===== config.mk =====
export PLATFORM = sky130hd
export DESIGN_NAME = seq_detector_param
export DESIGN_NICKNAME = d
export VERILOG_FILES = /design/src/rtl/seq_det_pkg.sv /design/src/rtl/seq_match_len.sv /design/src/rtl/seq_detector_param.sv
export SDC_FILE = /design/constraint.sdc
export NUM_CORES = 1
export LEC_CHECK = 0
export BUFFER_PORTS_ARGS = -buffer_cell sky130_fd_sc_hd__buf_2
export CORE_ASPECT_RATIO = 0.9
export CORE_UTILIZATION = 35
export CTS_CLUSTER_SIZE = 12
export DETAILED_ROUTE_END_ITERATION = 12
export GPL_TIMING_DRIVEN = 0
export PLACE_DENSITY_LB_ADDON = 0.3
export SLEW_MARGIN = 20
export SYNTH_ARGS = -nofsm -noshare
export SYNTH_HDL_FRONTEND = slang
export SYNTH_SLANG_ARGS = --single-unit

===== constraint.sdc =====
create_clock -name clk -period 2.75 [get_ports clk]
set_input_delay 0.825 -clock clk [delete_from_list [all_inputs] [get_ports clk]]
set_output_delay 0.825 -clock clk [all_outputs]
set_load 0.1 [all_outputs]

===== src/rtl/seq_det_pkg.sv =====
// Shared helpers for the parametrised serial-pattern detector.
// Width helper, pattern-length legality check and prefix matcher.
package seq_det_pkg;

    localparam int MAX_W = 16;

    function automatic int len_w(input int pw);
        return $clog2(pw + 1);
    endfunction

    function automatic bit pattern_w_ok(input int pw);
        return (pw >= 2) && (pw <= MAX_W);
    endfunction

    // win[0] is the newest bit; returns the longest k <= cap whose last
    // k bits equal the first k bits of the pattern.
    function automatic int prefix_len(
        input logic [MAX_W-1:0] win,
        input logic [MAX_W-1:0] pat,
        input int               pw,
        input int               cap
    );
        int               best;
        logic [MAX_W-1:0] mask;
        logic [MAX_W-1:0] ref_bits;
        best = 0;
        for (int k = 1; k <= MAX_W; k++) begin
            if (k <= pw && k <= cap) begin
                mask     = MAX_W'((32'd1 << k) - 32'd1);
                ref_bits = pat >> (pw - k);
                if (((win ^ ref_bits) & mask) == '0) begin
                    best = k;
                end
            end
        end
        return best;
    endfunction

endpackage


===== src/rtl/seq_match_len.sv =====
// Combinational next matched-prefix length for the pattern detector.
// Caps the search so the result never outruns the current match.
module seq_match_len
    import seq_det_pkg::*;
#(
    parameter int                 PW      = 4,
    parameter logic [PW-1:0]      PATTERN = 4'b1011,
    parameter int                 LW      = 3
) (
    input  logic [PW-2:0] hist,
    input  logic          din,
    input  logic [LW-1:0] len,
    input  logic          overlap,
    output logic [LW-1:0] next_len
);

    int cap;

    // Non-overlapping restart after a full match only looks at din.
    always_comb begin
        cap = int'(len) + 1;
        if (int'(len) == PW) begin
            cap = overlap ? PW : 1;
        end
        next_len = LW'(prefix_len(MAX_W'({hist, din}),
                                  MAX_W'(PATTERN), PW, cap));
    end

endmodule


===== src/rtl/seq_detector_param.sv =====
// Moore serial-pattern detector with valid qualifier, selectable
// overlap and a saturating match counter.
module seq_detector_param
    import seq_det_pkg::*;
#(
    parameter int                   PATTERN_W = 4,
    parameter logic [PATTERN_W-1:0] PATTERN   = 4'b1011,
    parameter int                   COUNT_W   = 8,
    localparam int                  LW        = len_w(PATTERN_W)
) (
    input  logic               clk,
    input  logic               rst,
    input  logic               in,
    input  logic               in_valid,
    input  logic               overlap,
    input  logic               clr_count,
    output logic               detect,
    output logic [LW-1:0]      match_len,
    output logic [COUNT_W-1:0] match_count
);

    localparam int            HW   = PATTERN_W - 1;
    localparam logic [LW-1:0] FULL = LW'(PATTERN_W);

    if (!pattern_w_ok(PATTERN_W)) begin : g_bad_w
        $error("seq_detector_param: PATTERN_W must be 2..16");
    end
    if (COUNT_W < 1) begin : g_bad_cnt
        $error("seq_detector_param: COUNT_W must be >= 1");
    end

    logic [HW-1:0] hist;
    logic [LW-1:0] next_len;
    logic          hit;

    seq_match_len #(
        .PW      (PATTERN_W),
        .PATTERN (PATTERN),
        .LW      (LW)
    ) u_match (
        .hist     (hist),
        .din      (in),
        .len      (match_len),
        .overlap  (overlap),
        .next_len (next_len)
    );

    assign hit    = in_valid && (next_len == FULL);
    assign detect = (match_len == FULL);

    always_ff @(posedge clk or posedge rst) begin
        if (rst) begin
            match_len <= '0;
            hist      <= '0;
        end else if (in_valid) begin
            match_len <= next_len;
            hist      <= HW'({hist, in});
        end
    end

    // Clear wins over a same-edge increment; the count sticks at all-ones.
    always_ff @(posedge clk or posedge rst) begin
        if (rst) begin
            match_count <= '0;
        end else if (clr_count) begin
            match_count <= '0;
        end else if (hit && (match_count != '1)) begin
            match_count <= match_count + 1'b1;
        end
    end

endmodule


==> run_results.csv, run 1 <==
group,metric,value,unit
run_status,outcome,"finished, final reports clean",
finish,synthToLayoutAreaGrowth,16.4,%
setup_path,worstPathMaxFanout,6,
clocking,tritoncts,"done",
global_route,grt_pass1_wl,2790,um
timing,report.final.slew_viol_count,0,
setup_path,worstPathRequired,1930,ps
route,avgRoutedWirePerCell,12.4,um
global_route,grt_overflow,0,
floorplanning,dieArea,2670,um^2
finish,final_cell_mix,"buf_2 (16), dfrtp_1 (12), nor2_1 (9)",
yosys,yosys-top-cells-area,"dfrtp_1 (41%), xnor2_1 (6.1%), ha_1 (4.3%), nor2_1 (3.9%), mux2_2 (3.9%)",
min_path,min_from,"hist[2]",
setup_path,arrival,1730,ps
timing,period_share,92.8,%
pwr,peakVddDrop,0.000277,V
timing,setup_viol_count_final,0,
yosys,yosysSeqAreaShare,40.6,%
setup_path,end_kind,"primary output",
route,m1WireLength,806,um
floorplanning,io_pins,18,
floorplanning,core,2240,um^2
timing,skew,9.24,ps
clocking,clock-sinks,14,
yosys,ys_ff_latch,14,
floorplanning,rows,16,
global_route,first_global_vias,626,
clocking,cts_setup_buffers,0,
pwr,power_leakage,0.436,nW
yosys,syn-num-nets,90,
clocking,clock_path_buffers,2,
finish,nFillCells,226,
clocking,clk_latency,280,ps
clocking,cts_hold_buf,0,
setup_path,reg2reg_from,"match_len[0]",
placement,place_congestion,0.778,
placement,port_buffers,15,
global_route,globalRouteTotalUtil,14.3,%
yosys,synth_top_area_share,40.6,%
yosys,ys.flop_type,"dfrtp_1",
timing,tightest_slew,597,ps
clocking,cts_max_level,1,
yosys,synth_area,863,um^2
route,drtIter0Drc,9,
route,dr_wl_met3,66,um
floorplanning,die_h,49.1,um
yosys,ys_warn_count,0,
clocking,clkTransAtPathRegs,90,ps
route,wl_met2,659,um
clocking,root_buffer,"clkbuf_4",
setup_path,worstSetupStartpointType,"flop",
placement,dpl.hpwl,1180,um
clocking,numCtsBuffers,3,
setup_path,cp-startpoint,"match_len[0]",
route,ant_nets,0,
clocking,ctsResizeCount,0,
timing,timing.setup.tns,0,ps
global_route,antenna_found_initial,0,
run,maxCapViolations,0,
timing,rsz0062_at_grt,"false",
route,drc,0,
setup_path,critical_path_class,"flop to primary output",
global_route,grt_max_degree,15,
timing,fmax,392,MHz
route,viasPerCell,5.13,
min_path,worstHoldPathType,"flop to flop",
finish,fin_nets,110,
yosys,synth_edf_count,0,
placement,place_area,978,um^2
pwr,powerDensity,518,nW/um^2
finish,final_common_cell,"buf_2",
finish,final_area,1000,um^2
finish,drive_gt1_share,34.0,%
route,top_layer_used,"met4",
floorplanning,die_x,54.4,um
yosys,synth_area_leader_cell,"dfrtp_1",
timing,max-slew-margin-rel,60.1,%
floorplanning,initial_core_util,38.5,%
route,wl,1580,um
timing,min_period,2550,ps
yosys,yosysUniqueCellTypes,31,
route,vias,651,
yosys,synthArstFlopShare,100,%
timing,hold_viol_final,0,
route,drtPass1Iterations,4,
yosys,synthCells,81,
finish,num_antenna_cells,0,
yosys,syn_area_per_cell,10.7,um^2
-- power breakdown --
part	internal [mW]	switching, mW
logic	0.0432	0.120
registers	0.220	0.0131
clock network	0.0563	0.0678
-- worst max-delay path, cell delays in order (launching register included) --
cell and delay (ps):
dfrtp_2 450, inv_1 90, ha_1 240, nand2_1 160, clkinvlp_4 90, buf_2 410
-- logic make-up after synthesis --
kind of cell	after synthesis	share of synthesized area, %
fa+ha+maj	3	4.35
buf+inv	10	5.36
compound gates	17	22.6
mux	5	6.23
xor+xnor	6	6.09
flops	14	40.6
simple gates	26	14.8
-- path summary, 6_finish.rpt --
path	to	slack [ps]	cells after the start
max	detect	200	5
max in group asynchronous	match_len[1]	1790	2
max reg2reg	match_len[1]	740	6
min in group asynchronous	hist[0]	570	2
min reg2reg	hist[2]	520	1
min	hist[2]	520	1
-- area by class of cell --
| cell class | instances | area (um^2) | area share, % |
|---|---|---|---|
| multi-input combinational | 57 | 467 | 46.5 |
| inverter | 7 | 30.0 | 2.99 |
| sequential | 14 | 353 | 35.1 |
| timing repair buffer | 15 | 75.1 | 7.47 |
| buffer | 3 | 20.0 | 1.99 |
| tap | 27 | 33.8 | 3.36 |
| clock buffer | 4 | 26.3 | 2.62 |
-- synthesized netlist by cell type, types with 2 or more instances --
library cell and count:
a211oi_1 2, dfrtp_1 14, a21oi_1 2, o22ai_1 2, mux2_2 3, inv_1 7
nand2b_1 3, nand2_1 6, xnor2_1 6, nor2_1 9, nand3_1 4, ha_1 3
mux2i_1 2
-- sequential cells by signal, indices dropped and copies added, names as in the netlist --
name,flops
hist,3
match_count,8
match_len,3
-- metal layers --
metal / vias to the layer above / track usage, %
met3: 5 / 2.80
met2: 23 / 18.5
met1: 302 / 21.2
met5: - / 0
li1: 321 / -
met4: 0 / 8.97
-- per-stage QoR --
stage / utilization (%) / cells / setup WS, ps / hold WS [ps] / total power, mW
after CTS: 44.8 / 127 / 187 / 522 / 0.527
final: 44.8 / 127 / 199 / 517 / 0.520
after global placement: 43.6 / 123 / 519 / 485 / 0.397
after global routing: 44.8 / 127 / 58.6 / 557 / 0.554
after floorplan: - / 81 / 222 / 473 / 0.373
after detailed placement: 43.6 / 123 / 518 / 500 / 0.400
No activity file was read; power rests on OpenSTA's default activity.
==> inputs of run 2 (changes only) <==
==> constraint.sdc (replaced) <==
create_clock -name clk -period 2.75 [get_ports clk]
set_input_delay 0.55 -clock clk [delete_from_list [all_inputs] [get_ports clk]]
set_output_delay 0.55 -clock clk [all_outputs]
set_load 0.1 [all_outputs]
==> run 2 against run 1 <==
  * Setup slack improved by 330 ps
  * Final cell count did not move
  * Wire length rose by 1.3%
  * First-iteration DRC count is 22% higher
  * Critical path depth is the same
  * Global-route usage up 0.18 points
  * Power rose by 4.5%
  * Highest routed layer unchanged
  * Die area is the same
  * Via count is 1.4% lower
  * Utilization rose by 0.17 points
  * Design area increased by 0.37%
  * Combinational power about the same
==> run_results.csv, run 2 (synthesis results as in run 1) <==
group,metric,value,unit
run,maxCapViolations,0,
setup_path,crit_top_cell,"inv_1",
timing,hold_slack,308,ps
timing,tightest_slew,604,ps
finish,largest-register,"match_count",
floorplanning,io_pins,18,
route,drtPass1Iterations,4,
timing,report.final.slew_viol_count,0,
finish,synthToLayoutAreaGrowth,16.8,%
clocking,root_buffer,"clkbuf_4",
floorplanning,rows,16,
global_route,grt_pass1_wl,2830,um
finish,final_area,1010,um^2
finish,drive_gt1_share,32.0,%
placement,place_congestion,0.733,
setup_path,worstPathRequired,2200,ps
placement,port_buffers,15,
finish,num_antenna_cells,0,
setup_path,worstPathMaxFanout,6,
route,drc,0,
setup_path,critPathTopFamily,"buffers and inverters",
timing,period_share,80.9,%
placement,dpl.hpwl,1160,um
timing,rsz0062_at_grt,"false",
finish,largest_reg_flops,8,
route,drtIter0Drc,11,
setup_path,worstSetupStartpointType,"flop",
finish,fin_nets,110,
clocking,cts_hold_buf,0,
route,viasPerCell,5.06,
clocking,ctsResizeCount,0,
setup_path,arrival,1680,ps
placement,dpl.cell_count,123,
setup_path,crit_path_max_incr_delay,440,ps
timing,setup_viol_count_final,0,
pwr,power_leakage,0.453,nW
clocking,tritoncts,"done",
timing,hold_viol_final,0,
global_route,grt_overflow,0,
global_route,antenna_found_initial,0,
floorplanning,core,2240,um^2
setup_path,critical_path_class,"flop to primary output",
timing,fmax,449,MHz
placement,place_area,972,um^2
timing,skew,0.828,ps
clocking,clock_path_buffers,2,
timing,min_period,2230,ps
floorplanning,die_h,49.1,um
setup_path,crit_chain,"inv_1 > ha_1 > nand2_1 > inv_1 > buf_2",
min_path,worstHoldPathType,"input port to asynchronous set/reset pin",
clocking,clkTransAtPathRegs,90,ps
global_route,globalRouteTotalUtil,14.5,%
route,avgRoutedWirePerCell,12.6,um
floorplanning,die_x,54.4,um
pwr,peakVddDrop,0.000307,V
clocking,numCtsBuffers,3,
finish,reg.largest.list,"match_count x8, hist x3, match_len x3",
global_route,first_global_vias,645,
route,vias,642,
route,ant_nets,0,
finish,final_cell_mix,"buf_2 (16), dfrtp_1 (14), nor2_1 (9)",
setup_path,critPathBufInv,3,
pwr,powerDensity,539,nW/um^2
floorplanning,dieArea,2670,um^2
finish,final_common_cell,"buf_2",
clocking,cts_max_level,1,
timing,max-slew-margin-rel,59.6,%
run_status,outcome,"finished, final reports clean",
finish,fin_cells,127,
setup_path,slowest_stage,"dfrtp_1",
pwr,power,543,uW
clocking,clock-sinks,14,
global_route,grt_max_degree,15,
route,wl,1600,um
clocking,cts_setup_buffers,0,
floorplanning,initial_core_util,38.5,%
timing,timing.setup.tns,0,ps
setup_path,end_kind,"primary output",
clocking,clk_latency,280,ps
## run 2: cell count changes in the layout (fill, tap and decap cells not counted)
cell,change
dfrtp_1,+2
clkbuf_8,+1
dfrtp_2,-2
clkbuf_1,-1
inv_1,+1
clkinvlp_4,-1
## run 2: final cells by class
type                    instances  area, um^2
repair buffers                 15        75.1
flip-flops and latches         14         350
inverters                       7        26.3
multi-input cells              57         467
clock buffers                   4        36.3
fillers                       225        1230
plain buffers                   3        20.0
well taps                      27        33.8
## run 2: power breakdown
group | switching [mW] | internal [mW]
Combinational | 0.118 | 0.0431
Clock | 0.0697 | 0.0805
Sequential | 0.0131 | 0.219
## run 2: metal layers
| metal | global-route usage, % | part of all wire (%) | vias to the layer above |
|---|---|---|---|
| li1 | - | - | 321 |
| met1 | 18.3 | 47 | 303 |
| met2 | 24.0 | 48 | 14 |
| met3 | 2.80 | 3.3 | 4 |
| met4 | 5.13 | 1.4 | 0 |
| met5 | 0 | 0 | - |
## run 2: worst paths after layout
check,startpoint,endpoint,slack [ps],cells after the start
setup / recovery,match_len[0],detect,520,5
hold / removal,rst,hist[1],310,2
setup reg to reg,match_len[0],match_len[1],770,6
hold reg to reg,hist[2],hist[2],510,1
max in group asynchronous,rst,hist[2],2080,2
min in group clk,hist[2],hist[2],510,1
## run 2: per-stage QoR
step	utilization (%)	setup slack [ps]
global placement	43.4	810
finish	45.0	525
global route	45.0	424
CTS	45.0	510
detailed placement	43.4	779
floorplan	-	240
